## src/rtl/ins_mem_loader_pkg.sv

```systemverilog
// Shared constants and state encoding for the instruction-memory loader.
// Kept in one place so the instruction memory and the loader agree on depth/width.
package ins_mem_loader_pkg;

  localparam int DEF_NUM_WORDS = 16;
  localparam int DEF_ADDR_W    = 4;
  localparam int LEN_W         = 5;

  typedef enum logic [1:0] {
    S_IDLE  = 2'd0,
    S_LOAD  = 2'd1,
    S_WRITE = 2'd2,
    S_DONE  = 2'd3
  } state_t;

endpackage

```

## src/rtl/ins_word_assembler.sv

```systemverilog
// Packs a big-endian byte stream into 32-bit words and tracks the byte position.
// o_last is high while the next accepted byte completes the current word.
module ins_word_assembler (
  input  logic        clk,
  input  logic        rst_n,
  input  logic        i_clear,
  input  logic        i_shift,
  input  logic [7:0]  i_byte,
  output logic [31:0] o_word,
  output logic        o_last
);

  logic [31:0] r_word;
  logic [1:0]  r_byte_cnt;

  // The first byte ends up in [31:24] after four shifts, so no position mux is needed.
  always_ff @(posedge clk or negedge rst_n) begin
    if (!rst_n) begin
      r_word     <= '0;
      r_byte_cnt <= '0;
    end else if (i_clear) begin
      r_word     <= '0;
      r_byte_cnt <= '0;
    end else if (i_shift) begin
      r_word     <= {r_word[23:0], i_byte};
      r_byte_cnt <= r_byte_cnt + 2'd1;
    end
  end

  assign o_word = r_word;
  assign o_last = (r_byte_cnt == 2'd3);

endmodule

```

## src/rtl/ins_mem_loader.sv

```systemverilog
// Loads a byte stream into instruction memory as 32-bit words starting at address 0.
// The session length is clamped to the memory depth; abort discards any partial word.
module ins_mem_loader
  import ins_mem_loader_pkg::*;
#(
  parameter int NUM_WORDS = DEF_NUM_WORDS,
  parameter int ADDR_W    = DEF_ADDR_W
) (
  input  logic              clk,
  input  logic              rst_n,
  input  logic              i_start,
  input  logic [LEN_W-1:0]  i_len_words,
  input  logic              i_abort,
  input  logic              i_byte_valid,
  input  logic [7:0]        i_byte_data,
  output logic              o_byte_ready,
  output logic              o_wr_en,
  output logic [ADDR_W-1:0] o_wr_addr,
  output logic [31:0]       o_wr_data,
  output logic              o_busy,
  output logic              o_done
);

  // One extra bit so the count can reach NUM_WORDS without wrapping the address.
  localparam int CNT_W = ADDR_W + 1;

  state_t           r_state;
  state_t           w_state_next;
  logic [CNT_W-1:0] r_word_cnt;
  logic [CNT_W-1:0] r_len;
  logic [CNT_W-1:0] w_cnt_inc;
  logic [LEN_W-1:0] w_len_clamped;
  logic             w_accept_start;
  logic             w_clear;
  logic             w_shift;
  logic             w_last;
  logic [31:0]      w_word;

  assign w_accept_start = (r_state == S_IDLE) && i_start;
  assign w_cnt_inc      = r_word_cnt + CNT_W'(1);
  assign w_len_clamped  = (i_len_words > LEN_W'(NUM_WORDS)) ? LEN_W'(NUM_WORDS) : i_len_words;
  assign w_shift        = o_byte_ready && i_byte_valid;

  ins_word_assembler u_asm (
    .clk     (clk),
    .rst_n   (rst_n),
    .i_clear (w_clear),
    .i_shift (w_shift),
    .i_byte  (i_byte_data),
    .o_word  (w_word),
    .o_last  (w_last)
  );

  always_ff @(posedge clk or negedge rst_n) begin
    if (!rst_n) begin
      r_state    <= S_IDLE;
      r_word_cnt <= '0;
      r_len      <= '0;
    end else begin
      r_state <= w_state_next;
      if (w_accept_start) begin
        r_word_cnt <= '0;
        r_len      <= CNT_W'(w_len_clamped);
      end else if ((r_state == S_WRITE) && !i_abort) begin
        r_word_cnt <= w_cnt_inc;
      end
    end
  end

  always_comb begin
    w_state_next = r_state;
    o_byte_ready = 1'b0;
    o_wr_en      = 1'b0;
    o_busy       = 1'b0;
    o_done       = 1'b0;
    w_clear      = 1'b0;
    case (r_state)
      S_IDLE: begin
        if (i_start) begin
          w_clear      = 1'b1;
          w_state_next = (i_len_words == '0) ? S_DONE : S_LOAD;
        end
      end
      S_LOAD: begin
        o_busy       = 1'b1;
        o_byte_ready = 1'b1;
        if (i_abort) begin
          w_clear      = 1'b1;
          w_state_next = S_IDLE;
        end else if (i_byte_valid && w_last) begin
          w_state_next = S_WRITE;
        end
      end
      S_WRITE: begin
        o_busy = 1'b1;
        // Abort wins over the pending write: the strobe is suppressed this cycle.
        if (i_abort) begin
          w_clear      = 1'b1;
          w_state_next = S_IDLE;
        end else begin
          o_wr_en      = 1'b1;
          w_state_next = (w_cnt_inc == r_len) ? S_DONE : S_LOAD;
        end
      end
      S_DONE: begin
        o_done       = 1'b1;
        w_state_next = S_IDLE;
      end
      default: w_state_next = S_IDLE;
    endcase
  end

  assign o_wr_addr = r_word_cnt[ADDR_W-1:0];
  assign o_wr_data = w_word;

endmodule

```

## config.mk

```make
export PLATFORM = sky130hd
export DESIGN_NAME = ins_mem_loader
export DESIGN_NICKNAME = d
export VERILOG_FILES = /design/src/rtl/ins_mem_loader_pkg.sv /design/src/rtl/ins_word_assembler.sv /design/src/rtl/ins_mem_loader.sv
export SDC_FILE = /design/constraint.sdc
export NUM_CORES = 1
export LEC_CHECK = 0
export CAP_MARGIN = 20
export CORE_MARGIN = 8
export CORE_UTILIZATION = 33
export DETAILED_ROUTE_END_ITERATION = 16
export GPL_ROUTABILITY_DRIVEN = 1
export GPL_TIMING_DRIVEN = 0
export MAX_ROUTING_LAYER = met4
export PLACE_DENSITY = 0.59
export SYNTH_ARGS = -nofsm -noshare
export SYNTH_HDL_FRONTEND = slang
export SYNTH_SLANG_ARGS = --single-unit
```

## constraint.sdc

```tcl
create_clock -name clk -period 2.8 [get_ports clk]
set_input_delay 0.56 -clock clk [delete_from_list [all_inputs] [get_ports clk]]
set_output_delay 0.56 -clock clk [all_outputs]
set_load 0.02 [all_outputs]
```

* Yosys cells after proc, flatten, opt, wreduce, memory -nomap -nowiden
Cells that the tools add are included.
Storage, ports and cells: bits of input ports 18, bits in latches 0, bits in writable memories 0, memories 0, output and inout bits 40, flip-flop bits (word level) 46, ROM bits 0, word-level logic and storage cells 48
Operators by class: multiply operators 0, magnitude comparators 1, add/subtract/negate cells 2, equal/unequal tests 7, reduce and logical (&&, ||, !) cells 11, bitwise operators 0, shifts and indexed selects 0, div/mod/pow operators 0, mux-type cells 22
Operator list (count):
- $mux W32 | 2
- $mux W2 | 8
- $mux W5 | 3
- $pmux W2 S4 | 1
- $mux W1 | 7
- $eq A2 B2 Y1 const B | 3
- $add A5 B1 Y5 const B | 1
- $eq A5 B5 Y1 | 1
- $gt A5 B5 Y1 const B | 1
- $logic_not A5 Y1 | 1
- $logic_and A1 B1 Y1 | 4
- $reduce_bool A2 Y1 | 2
- $ne A3 B3 Y1 const B | 1
- $add A2 B1 Y2 const B | 1
- $eq A2 B1 Y1 const B | 1
- $logic_not A2 Y1 | 1
- $ne A2 B2 Y1 const B | 1
- $pmux W1 S2 | 1
- $reduce_and A2 Y1 | 1
- $reduce_or A2 Y1 | 1
- $logic_not A1 Y1 | 1

* Depth between registers and ports, before layout
Gate-level depths: netlist of the first run.
depth in word-level cells 5, gate-level depth with buffers 8, gate-level depth less buffers 7

* By module
Synthesis of the first run repeated with hierarchy kept, for this count alone.
Unflattened totals: cells, all modules 197, area total of the unflattened synthesis 2194.6 um^2
By module, submodules not included:
- ins_word_assembler | sequential area each 850.8 um^2, cells each 111, area an instance 1418.9 um^2, times used 1
- ins_mem_loader | sequential area each 300.3 um^2, cells each 86, area an instance 775.7 um^2, times used 1

* Worst setup path before layout of the first run
No wires, ideal clock.
path type register to register, start point register r_state[0], end point register u_asm.r_byte_cnt[0], data required time 2679 ps, library setup time 121 ps, buffers on the path 1, cell stages (with the launch flop) 7, setup slack 1268 ps, arrival time 1411 ps, period minus slack after synthesis 1532 ps, path through dfrtp_1 inv_1 ha_1 nand2_1 a21oi_2 buf_2 nor2_1
On the way: longest elaborated chain between the ends 4, elaborated cells between the ends (all ways) 9, those cells by class eq/ne (2); mux (3); reduce/logical (4)
RTL lines:
- from (decl) | line ins_mem_loader.sv:27 | state_t r_state;
- from (signal assigned) | line ins_mem_loader.sv:60 | r_state <= w_state_next;
- $eq A2 B2 Y1 / $eq A2 B1 Y1 (equally long branches) | line ins_mem_loader.sv:77 | case (r_state)
- $reduce_or A2 Y1 (no line) / $mux W1 (equally long branches)
- $pmux W1 S2 / $logic_and A1 B1 Y1 (equally long branches) | line ins_mem_loader.sv:77, ins_mem_loader.sv:42
- $mux W2 / $reduce_bool A2 Y1 (equally long branches)
- to (signal assigned) | line ins_word_assembler.sv:26 | r_byte_cnt <= r_byte_cnt + 2'd1;
- to (decl) | line ins_word_assembler.sv:14 | logic [1:0] r_byte_cnt;
Parallel ways exist; a longest one is shown, timed or not. A chain may end at the register's enable or synchronous reset.

* Worst setup path after layout of the first run
start point input port i_abort, end point output port o_wr_en
On the way: longest elaborated chain between the ends 2
RTL lines:
- from (decl) | line ins_mem_loader.sv:13 | input logic i_abort,
- $mux W1 | line ins_mem_loader.sv:97 | if (i_abort) begin
- $mux W1 | line ins_mem_loader.sv:77
- to (decl) | line ins_mem_loader.sv:17 | output logic o_wr_en,
No other way between the ends.

==> results of run 1 <==
-- stage by stage --
step,TNS (ps),instance area (um2)
after detailed placement,0,2810
after CTS,0,2890
final,0,2890
after global placement,-8880,2790
after global routing,0,2890
after floorplan,0,2120
-- final cells by class --
class	count	area [um2]
fill	619	3390
clock inverter	2	13.8
inverter	3	11.3
buffer	17	92.6
timing repair buffer	58	586
tap	77	96.3
sequential	46	1150
multi-input combinational	167	868
clock buffer	6	72.6
-- layer usage --
| metal | part of all wire | track usage | vias to the layer above |
|---|---|---|---|
| li1 | - | - | 884 |
| met1 | 0.47 | 0.169 | 857 |
| met4 | 0.012 | 0.0410 | 0 |
| met5 | 0 | - | - |
| met2 | 0.48 | 0.200 | 36 |
| met3 | 0.037 | 0.0273 | 6 |
-- sequential cells by signal, indices dropped and copies added, names as in the netlist --
name,flops
r_len,5
r_word_cnt,5
u_asm.r_byte_cnt,2
u_asm.o_word,32
r_state,2
-- power by group through the flow --
stage,Clock [mW],Sequential (mW),Combinational [mW]
6_report,0.404,0.918,1.09
3_3_place_gp,0,0.929,1.09
5_1_grt,0.448,0.941,1.21
3_5_place_dp,0,0.930,1.10
4_1_cts,0.414,0.919,1.11
2_1_floorplan,0,1.01,0.571
-- kinds of logic after synthesis --
group | after synthesis
and+or+nand+nor | 105
DFF | 46
AOI/OAI and AO/OA | 44
buffers and inverters | 20
xor gates and xnor gates | 10
adders and majority gates | 7
muxes | 1
-- critical path, stage by stage --
cell and delay, ps:
clkdlybuf4s50_1 460, nor2b_1 120, buf_2 220, clkdlybuf4s50_1 640
-- worst min path at each step --
stage,cells after the start,end,slack (ps),startpoint
after floorplan,0,r_len[0],260,rst_n
after global placement,2,r_len[1],480,r_len[1]
after detailed placement,2,r_len[0],480,r_len[0]
after CTS,1,u_asm.o_word[1],240,rst_n
after global routing,1,u_asm.o_word[1],250,rst_n
final,1,r_word_cnt[0],220,rst_n
-- cells in the final DEF (no fill, tap or decap), drive strengths merged, types with 3 or more instances in the layout --
cell and count:
nand2 81, clkdlybuf4s50 56, dfrtp 46, a21oi 35, buf 16, clkbuf 9, nor2 7, ha 7
nor2b 5, xnor2 5, xor2 5, o21ai 5, nand3b 4, inv 3
==> impl_metrics.env, run 1 <==
export IMPL_status="finished, final reports clean"
export IMPL_synth_compound_area_frac=0.114
export IMPL_rsz0062_at_grt="no"
export IMPL_syn_nets=258
export IMPL_area_growth_syn_to_layout_pct=36.2
export IMPL_pwr_share_comb=0.452
export IMPL_fin_cells=376
export IMPL_place_ws_ps=245
export IMPL_final_util=0.461
export IMPL_coreArea_um2=6280
export IMPL_die_h_um=96.2
export IMPL_htreeDepth=2
export IMPL_synth_commonest_cells="nand2_1, dfrtp_1, a21oi_1"
export IMPL_fin_skew_ps=10.6
export IMPL_synth_top_cells_by_area="dfrtp_1, nand2_1, a21oi_1"
export IMPL_cp_required_ps=2240
export IMPL_num_vias=1783
export IMPL_finalWirelength_mm=5.52
export IMPL_start_util=0.338
export IMPL_netlist_area_um2=2120
export IMPL_num_rows=29
export IMPL_tightest_slew_ps=586
export IMPL_ir_drop_mv=0.486
export IMPL_grt_pass1_vias=1794
export IMPL_io_pins=58
export IMPL_cts_buffers=5
export IMPL_yosys_warnings=0
export IMPL_clock_tree_root_cell="clkbuf_8"
export IMPL_synth_seq_area_share=0.542
export IMPL_cts_hold_fix_buffers=0
export IMPL_cellLeakagePower_nw=1.25
export IMPL_dr_first_iter_drc_count=137
export IMPL_yosysMostFrequentCell="nand2_1"
export IMPL_intPower_mw=1.43
export IMPL_antenna_found_initial=0
export IMPL_vias_per_cell=4.74
export IMPL_syn_inst=233
export IMPL_synth_fa_ha_area_frac=0.0412
export IMPL_synth_simple_area_share=0.208
export IMPL_setup_viol=0
export IMPL_cts_tree="built"
export IMPL_drc_errors=0
export IMPL_ys_ff_latch=46
export IMPL_p_total_mw=2.41
export IMPL_drv_slew=0
export IMPL_gr_total_overflow=0
export IMPL_swShare=0.408
export IMPL_synth_xor_area_frac=0.0412
export IMPL_syn_area_per_cell_um2=9.11
export IMPL_grt_pass1_wl_mm=9.09
export IMPL_layout_worst_path_cycle_share=0.913
export IMPL_clock_power_share=0.167
export IMPL_avgRoutedWirePerCell_um=14.7
export IMPL_p_sw_uw=985
export IMPL_power_density_nw_per_um2=834
export IMPL_crit_path_end="o_wr_en"
export IMPL_synth_edf_count=0
export IMPL_dieArea_um2=9260
export IMPL_drv_cap=0
export IMPL_die_w_um=96.2
export IMPL_fin_crit_ps=2560
export IMPL_setup_slack_ps=244
export IMPL_cts_sinks=46
export IMPL_hp_class="in2async"
export IMPL_power_frac_seq=0.380
export IMPL_cp_max_fo=8
export IMPL_reg2reg_from="r_state[0]"
export IMPL_async_flop_share=1.00
export IMPL_r2r_cells=6
export IMPL_relSlewSlack=0.609
export IMPL_place_congestion=0.769
export IMPL_clk_pin_slew_ps=90
export IMPL_drtPass1Iterations=4
export IMPL_critPathKind="in2out"
export IMPL_post_cts_buffers=0
export IMPL_synth_top_family_by_area="simple AND/OR/NAND/NOR gates"
export IMPL_timing_rr_end="u_asm.o_word[13]"
export IMPL_dpl_cell_count=368
export IMPL_muxShareOfSynthArea=0.00471
export IMPL_critical_path_arrival_ps=2000
export IMPL_grtUsageTotal=0.131
export IMPL_hold_worst_slack_ps=223
export IMPL_worst_r2r_setup_slack_ps=1040
export IMPL_clockBufferDepth=2
export IMPL_end_kind="primary output"
export IMPL_crit_start="i_abort"
export IMPL_fmax_mhz=391
export IMPL_grt_max_degree=27
export IMPL_antenna_cells=0
export IMPL_hold_viol_final=0
export IMPL_nNetsFinal=323
export IMPL_drive_gt1_frac=0.0803
export IMPL_critical_path_startpoint_type="input port"
export IMPL_detail_route_antenna_nets=0
export IMPL_cts_resized=0
export IMPL_insertion_delay_ps=300
export IMPL_yosys_area_top_type="dfrtp_1"
export IMPL_portBuffers=57
export IMPL_ys_flop_type="dfrtp_1"
export IMPL_dp_final_hpwl_mm=4.04
export IMPL_synth_distinct_cells=27
export IMPL_synth_top_area_frac=0.542
(Power assumes the default switching activity.)
==> run 2: changes to the inputs <==
--- a/config.mk
+++ b/config.mk
@@ -5,6 +5,7 @@
 export SDC_FILE = /design/constraint.sdc
 export NUM_CORES = 1
 export LEC_CHECK = 0
+export ABC_AREA = 1
 export CAP_MARGIN = 20
 export CORE_MARGIN = 8
 export CORE_UTILIZATION = 33
==> run 2 against run 1 <==
  * Combinational power is 38% higher
  * Via count is 4.8% higher
  * Utilization is 0.60 points lower
==> impl_metrics.env, run 2 <==
export IMPL_dpl_cell_area_um2=2980
export IMPL_slowest_stage="clkdlybuf4s50_1"
export IMPL_drv_slew=0
export IMPL_p_total_mw=2.89
export IMPL_hold_viol_final=0
export IMPL_dr_first_iter_drc_count=85
export IMPL_fmax_mhz=395
export IMPL_fin_skew_ps=11.3
export IMPL_detail_route_antenna_nets=0
export IMPL_critPathKind="in2out"
export IMPL_status="finished, final reports clean"
export IMPL_clockBufferDepth=2
export IMPL_clock_tree_root_cell="clkbuf_8"
export IMPL_place_congestion=0.773
export IMPL_end_kind="primary output"
export IMPL_die_w_um=99.4
export IMPL_grt_pass1_wl_mm=9.23
export IMPL_synth_xor_area_frac=0.00381
export IMPL_cts_buffers=5
export IMPL_cp_required_ps=2240
export IMPL_final_area_um2=3070
export IMPL_gr_total_overflow=0
export IMPL_reg2reg_from="r_state[1]"
export IMPL_syn_inst=283
export IMPL_portBuffers=57
export IMPL_htreeDepth=2
export IMPL_drive_gt1_frac=0.0716
export IMPL_seq_area_um2=1150
export IMPL_layout_common_cells="inv_1, clkdlybuf4s50_1, dfrtp_1, nand2_1, nor2_1"
export IMPL_critPathBufInv=2
export IMPL_clk_pin_slew_ps=90
export IMPL_crit_path_frequent_cell="clkdlybuf4s50_1"
export IMPL_cp_max_fo=4
export IMPL_timing_rr_end="u_asm.o_word[31]"
export IMPL_multi_input_area_um2=756
export IMPL_drtPass1Iterations=4
export IMPL_critPathTopFamily="buffers and inverters"
export IMPL_hold_worst_slack_ps=181
export IMPL_synth_compound_area_frac=0.128
export IMPL_avgRoutedWirePerCell_um=12.3
export IMPL_cts_resized=0
export IMPL_setup_slack_ps=269
export IMPL_power_density_nw_per_um2=941
export IMPL_netlist_area_um2=2300
export IMPL_insertion_delay_ps=300
export IMPL_cts_sinks=46
export IMPL_synth_top_cells_by_area="dfrtp_1, inv_1, a31oi_1"
export IMPL_yosysMostFrequentCell="inv_1"
export IMPL_setup_viol=0
export IMPL_grt_pass1_vias=1924
export IMPL_yosys_warnings=0
export IMPL_synth_edf_count=0
export IMPL_dieArea_um2=9880
export IMPL_place_ws_ps=268
export IMPL_fin_crit_ps=2530
export IMPL_ys_flop_type="dfrtp_1"
export IMPL_post_cts_buffers=0
export IMPL_syn_area_per_cell_um2=8.11
export IMPL_synth_simple_area_share=0.160
export IMPL_final_util=0.455
export IMPL_layout_worst_path_cycle_share=0.904
export IMPL_critical_path_startpoint_type="input port"
export IMPL_worst_r2r_setup_slack_ps=960
export IMPL_ys_ff_latch=46
export IMPL_dp_final_hpwl_mm=4.06
export IMPL_start_util=0.340
export IMPL_rsz0062_at_grt="no"
export IMPL_vias_per_cell=4.36
export IMPL_cts_tree="built"
export IMPL_antenna_found_initial=0
export IMPL_antenna_cells=0
export IMPL_finalWirelength_mm=5.27
export IMPL_yosys_area_top_type="dfrtp_1"
export IMPL_coreArea_um2=6760
export IMPL_muxShareOfSynthArea=0
export IMPL_critical_path_arrival_ps=1970
export IMPL_grtUsageTotal=0.118
export IMPL_async_flop_share=1.00
export IMPL_largest_reg_flops=32
export IMPL_cts_hold_fix_buffers=0
export IMPL_die_h_um=99.4
export IMPL_synth_top_area_frac=0.501
export IMPL_nNetsFinal=373
export IMPL_synth_seq_area_share=0.501
export IMPL_tightest_slew_ps=399
export IMPL_grt_max_degree=31
export IMPL_drc_errors=0
export IMPL_synth_commonest_cells="inv_1, dfrtp_1, nand2_1"
export IMPL_critPathMaxStageDelay_ps=670
export IMPL_num_vias=1869
export IMPL_fillers=658
export IMPL_ir_drop_mv=0.469
export IMPL_relSlewSlack=0.731
export IMPL_syn_nets=308
export IMPL_drv_cap=0
export IMPL_synth_fa_ha_area_frac=0.0381
export IMPL_num_rows=30
export IMPL_cellLeakagePower_nw=1.62
export IMPL_area_growth_syn_to_layout_pct=33.8
export IMPL_cp_cell_sequence="clkdlybuf4s50_1 -> nor2_1 -> clkdlybuf4s50_1"
export IMPL_final_common_cell="inv_1"
export IMPL_hp_class="in2async"
export IMPL_synth_distinct_cells=22
export IMPL_r2r_cells=7
export IMPL_worst_path_stages=3
export IMPL_synth_top_family_by_area="buffers and inverters"
export IMPL_io_pins=58
## run 2: cell count changes after synthesis, moves of 4 or more
cell	before	now
a21oi_1	33	5
a31oi_1	0	25
inv_1	3	78
nand2_1	81	39
nand3_1	2	9
nand3b_1	4	0
nor2_1	7	32
nor2b_1	5	0
o21ai_0	3	14
xnor2_1	5	1
xor2_1	5	0
## run 2: area by class of cell
type	count	area share
inverter	79	0.0965
multi-input combinational	145	0.246
tap	80	0.0326
clock buffer	5	0.0224
timing repair buffer	58	0.191
clock inverter	3	0.00692
sequential	46	0.375
buffer	13	0.0301
## run 2: how the worst max path moves through the flow
stage / to / startpoint
finish: o_wr_en / i_abort
global route: o_wr_en / r_state[0]
CTS: o_wr_en / i_abort
detailed placement: o_wr_en / i_abort
global placement: u_asm.o_word[8] / rst_n
floorplan: u_asm.o_word[8] / r_state[1]
## run 2: through the flow
stage / cells / setup TNS (ps)
global route: 429 / 0
CTS: 429 / 0
detailed placement: 421 / 0
global placement: 420 / -7790
finish: 429 / 0
floorplan: 283 / 0
## run 2: kinds of logic (layout without fill, tap and decap cells)
group | count (synthesis) | after routing
flip-flops | 46 | 46
AO/OA/AOI/OAI | 50 | 50
AND/OR/NAND/NOR | 87 | 87
buffers and inverters | 92 | 158
XOR/XNOR | 1 | 1
adder cells (fa/ha/maj) | 7 | 7
## run 2: power breakdown
part	total, mW	switching [mW]	internal (mW)
combinational	1.50	0.869	0.627
clock	0.402	0.227	0.176
sequential	0.993	0.146	0.846
## run 2: routing by layer
| metal | track usage | vias up | wire length (um) |
|---|---|---|---|
| met5 | - | - | 0 |
| met4 | 0.0384 | 0 | 33 |
| met3 | 0.0300 | 2 | 200 |
| met2 | 0.176 | 32 | 2330 |
| met1 | 0.153 | 840 | 2700 |
| li1 | - | 995 | - |
==> run 3: changes to the inputs <==
--- a/config.mk
+++ b/config.mk
@@ -7,13 +7,16 @@
 export LEC_CHECK = 0
 export ABC_AREA = 1
 export CAP_MARGIN = 20
+export CELL_PAD_IN_SITES_DETAIL_PLACEMENT = 1
+export CELL_PAD_IN_SITES_GLOBAL_PLACEMENT = 1
 export CORE_MARGIN = 8
 export CORE_UTILIZATION = 33
 export DETAILED_ROUTE_END_ITERATION = 16
 export GPL_ROUTABILITY_DRIVEN = 1
 export GPL_TIMING_DRIVEN = 0
 export MAX_ROUTING_LAYER = met4
-export PLACE_DENSITY = 0.59
+export PLACE_DENSITY = 0.76
+export SKIP_CTS_REPAIR_TIMING = 1
 export SYNTH_ARGS = -nofsm -noshare
 export SYNTH_HDL_FRONTEND = slang
 export SYNTH_SLANG_ARGS = --single-unit
==> run 3 against run 2 <==
  * Power rose by 2.8%
  * Global-route usage increased by 2.1 points
  * Clock power increased by 6.5%
  * Largest power group unchanged
  * Final cell count did not move
  * Routed wire length grew 19%
==> impl_metrics.env, run 3 (synthesized netlist as in run 2, its figures left out) <==
export IMPL_status="finished, final reports clean"
export IMPL_dp_final_hpwl_mm=4.89
export IMPL_place_congestion=0.772
export IMPL_num_vias=2015
export IMPL_io_pins=58
export IMPL_layout_common_cells="inv_1, clkdlybuf4s50_1, dfrtp_1, nand2_1, nor2_1"
export IMPL_tightest_slew_ps=464
export IMPL_cts_sinks=46
export IMPL_rsz0062_at_grt="no"
export IMPL_clockBufferDepth=2
export IMPL_cts_tree="built"
export IMPL_fmax_mhz=393
export IMPL_hold_worst_slack_ps=178
export IMPL_cp_max_fo=4
export IMPL_relSlewSlack=0.687
export IMPL_hold_viol_final=0
export IMPL_insertion_delay_ps=310
export IMPL_portBuffers=57
export IMPL_finalWirelength_mm=6.25
export IMPL_avgRoutedWirePerCell_um=14.6
export IMPL_drc_errors=0
export IMPL_die_h_um=99.4
export IMPL_dr_first_iter_drc_count=48
export IMPL_ir_drop_mv=0.457
export IMPL_grt_pass1_vias=2248
export IMPL_largest_reg_flops=32
export IMPL_hp_class="in2async"
export IMPL_antenna_found_initial=0
export IMPL_drtPass1Iterations=4
export IMPL_power_density_nw_per_um2=967
export IMPL_p_total_mw=2.97
export IMPL_cts_buffers=5
export IMPL_grtUsageTotal=0.139
export IMPL_fin_skew_ps=15.2
export IMPL_cp_required_ps=2240
export IMPL_coreArea_um2=6760
export IMPL_cellLeakagePower_nw=1.62
export IMPL_antenna_cells=0
export IMPL_nNetsFinal=373
export IMPL_fin_crit_ps=2550
export IMPL_critPathKind="in2out"
export IMPL_critical_path_startpoint_type="input port"
export IMPL_drive_gt1_frac=0.0716
export IMPL_detail_route_antenna_nets=0
export IMPL_die_w_um=99.4
export IMPL_critical_path_arrival_ps=1990
export IMPL_grt_pass1_wl_mm=10.8
export IMPL_layout_worst_path_cycle_share=0.910
export IMPL_area_growth_syn_to_layout_pct=34.0
export IMPL_final_common_cell="inv_1"
export IMPL_grt_max_degree=31
export IMPL_clk_pin_slew_ps=100
export IMPL_gr_total_overflow=0
export IMPL_htreeDepth=2
export IMPL_drv_cap=0
export IMPL_end_kind="primary output"
export IMPL_num_rows=30
export IMPL_setup_viol=0
export IMPL_vias_per_cell=4.70
export IMPL_drv_slew=0
export IMPL_dieArea_um2=9880
export IMPL_start_util=0.340
export IMPL_clock_tree_root_cell="clkbuf_8"
==> run 3: worst paths after layout <==
check	startpoint	end	slack, ps	cells after the start
setup / recovery	i_abort	o_wr_en	250	3
hold / removal	rst_n	u_asm.o_word[11]	180	1
setup reg to reg	r_state[1]	u_asm.o_word[15]	850	7
hold reg to reg	u_asm.o_word[3]	u_asm.o_word[11]	530	2
max in group asynchronous	rst_n	u_asm.o_word[16]	2110	2
min in group clk	u_asm.o_word[3]	u_asm.o_word[11]	530	2
==> run 3: power breakdown <==
group / switching (mW) / leakage (nW) / internal, mW
sequential: 0.154 / 0.623 / 0.846
clock: 0.248 / 0.0447 / 0.181
combinational: 0.917 / 0.954 / 0.628
total: 1.32 / 1.62 / 1.65
==> run 3: cell type report <==
class | count | area, um2
multi-input combinational | 145 | 756
timing repair buffer | 58 | 586
tap | 80 | 100
clock buffer | 5 | 68.8
buffer | 13 | 92.6
inverter | 79 | 297
fill | 828 | 3680
sequential | 46 | 1150
clock inverter | 3 | 25.0
==> run 3: critical path, cell delays in order <==
cell and delay [ps]:
clkdlybuf4s50_1 450, nor2_1 300, clkdlybuf4s50_1 680
==> run 3: metal layers <==
metal / share of wire / wire length (um) / vias up / global-route usage
li1: - / - / 997 / -
met1: 0.45 / 2810 / 969 / 0.161
met2: 0.50 / 3110 / 40 / 0.236
met3: 0.039 / 244 / 9 / 0.0321
met4: 0.015 / 94 / 0 / 0.0407
met5: 0 / 0 / - / -
==> run 3: stage by stage <==
stage | worst slack (ps) | instance area [um2] | utilization | instances | TNS (ps)
3_5_place_dp | 246 | 2980 | 0.441 | 421 | 0
5_1_grt | 159 | 3080 | 0.455 | 429 | 0
3_3_place_gp | -187 | 2970 | 0.439 | 420 | -8430
2_1_floorplan | 1080 | 2300 | - | 283 | 0
6_report | 252 | 3080 | 0.455 | 429 | 0
4_1_cts | 239 | 3080 | 0.455 | 429 | 0
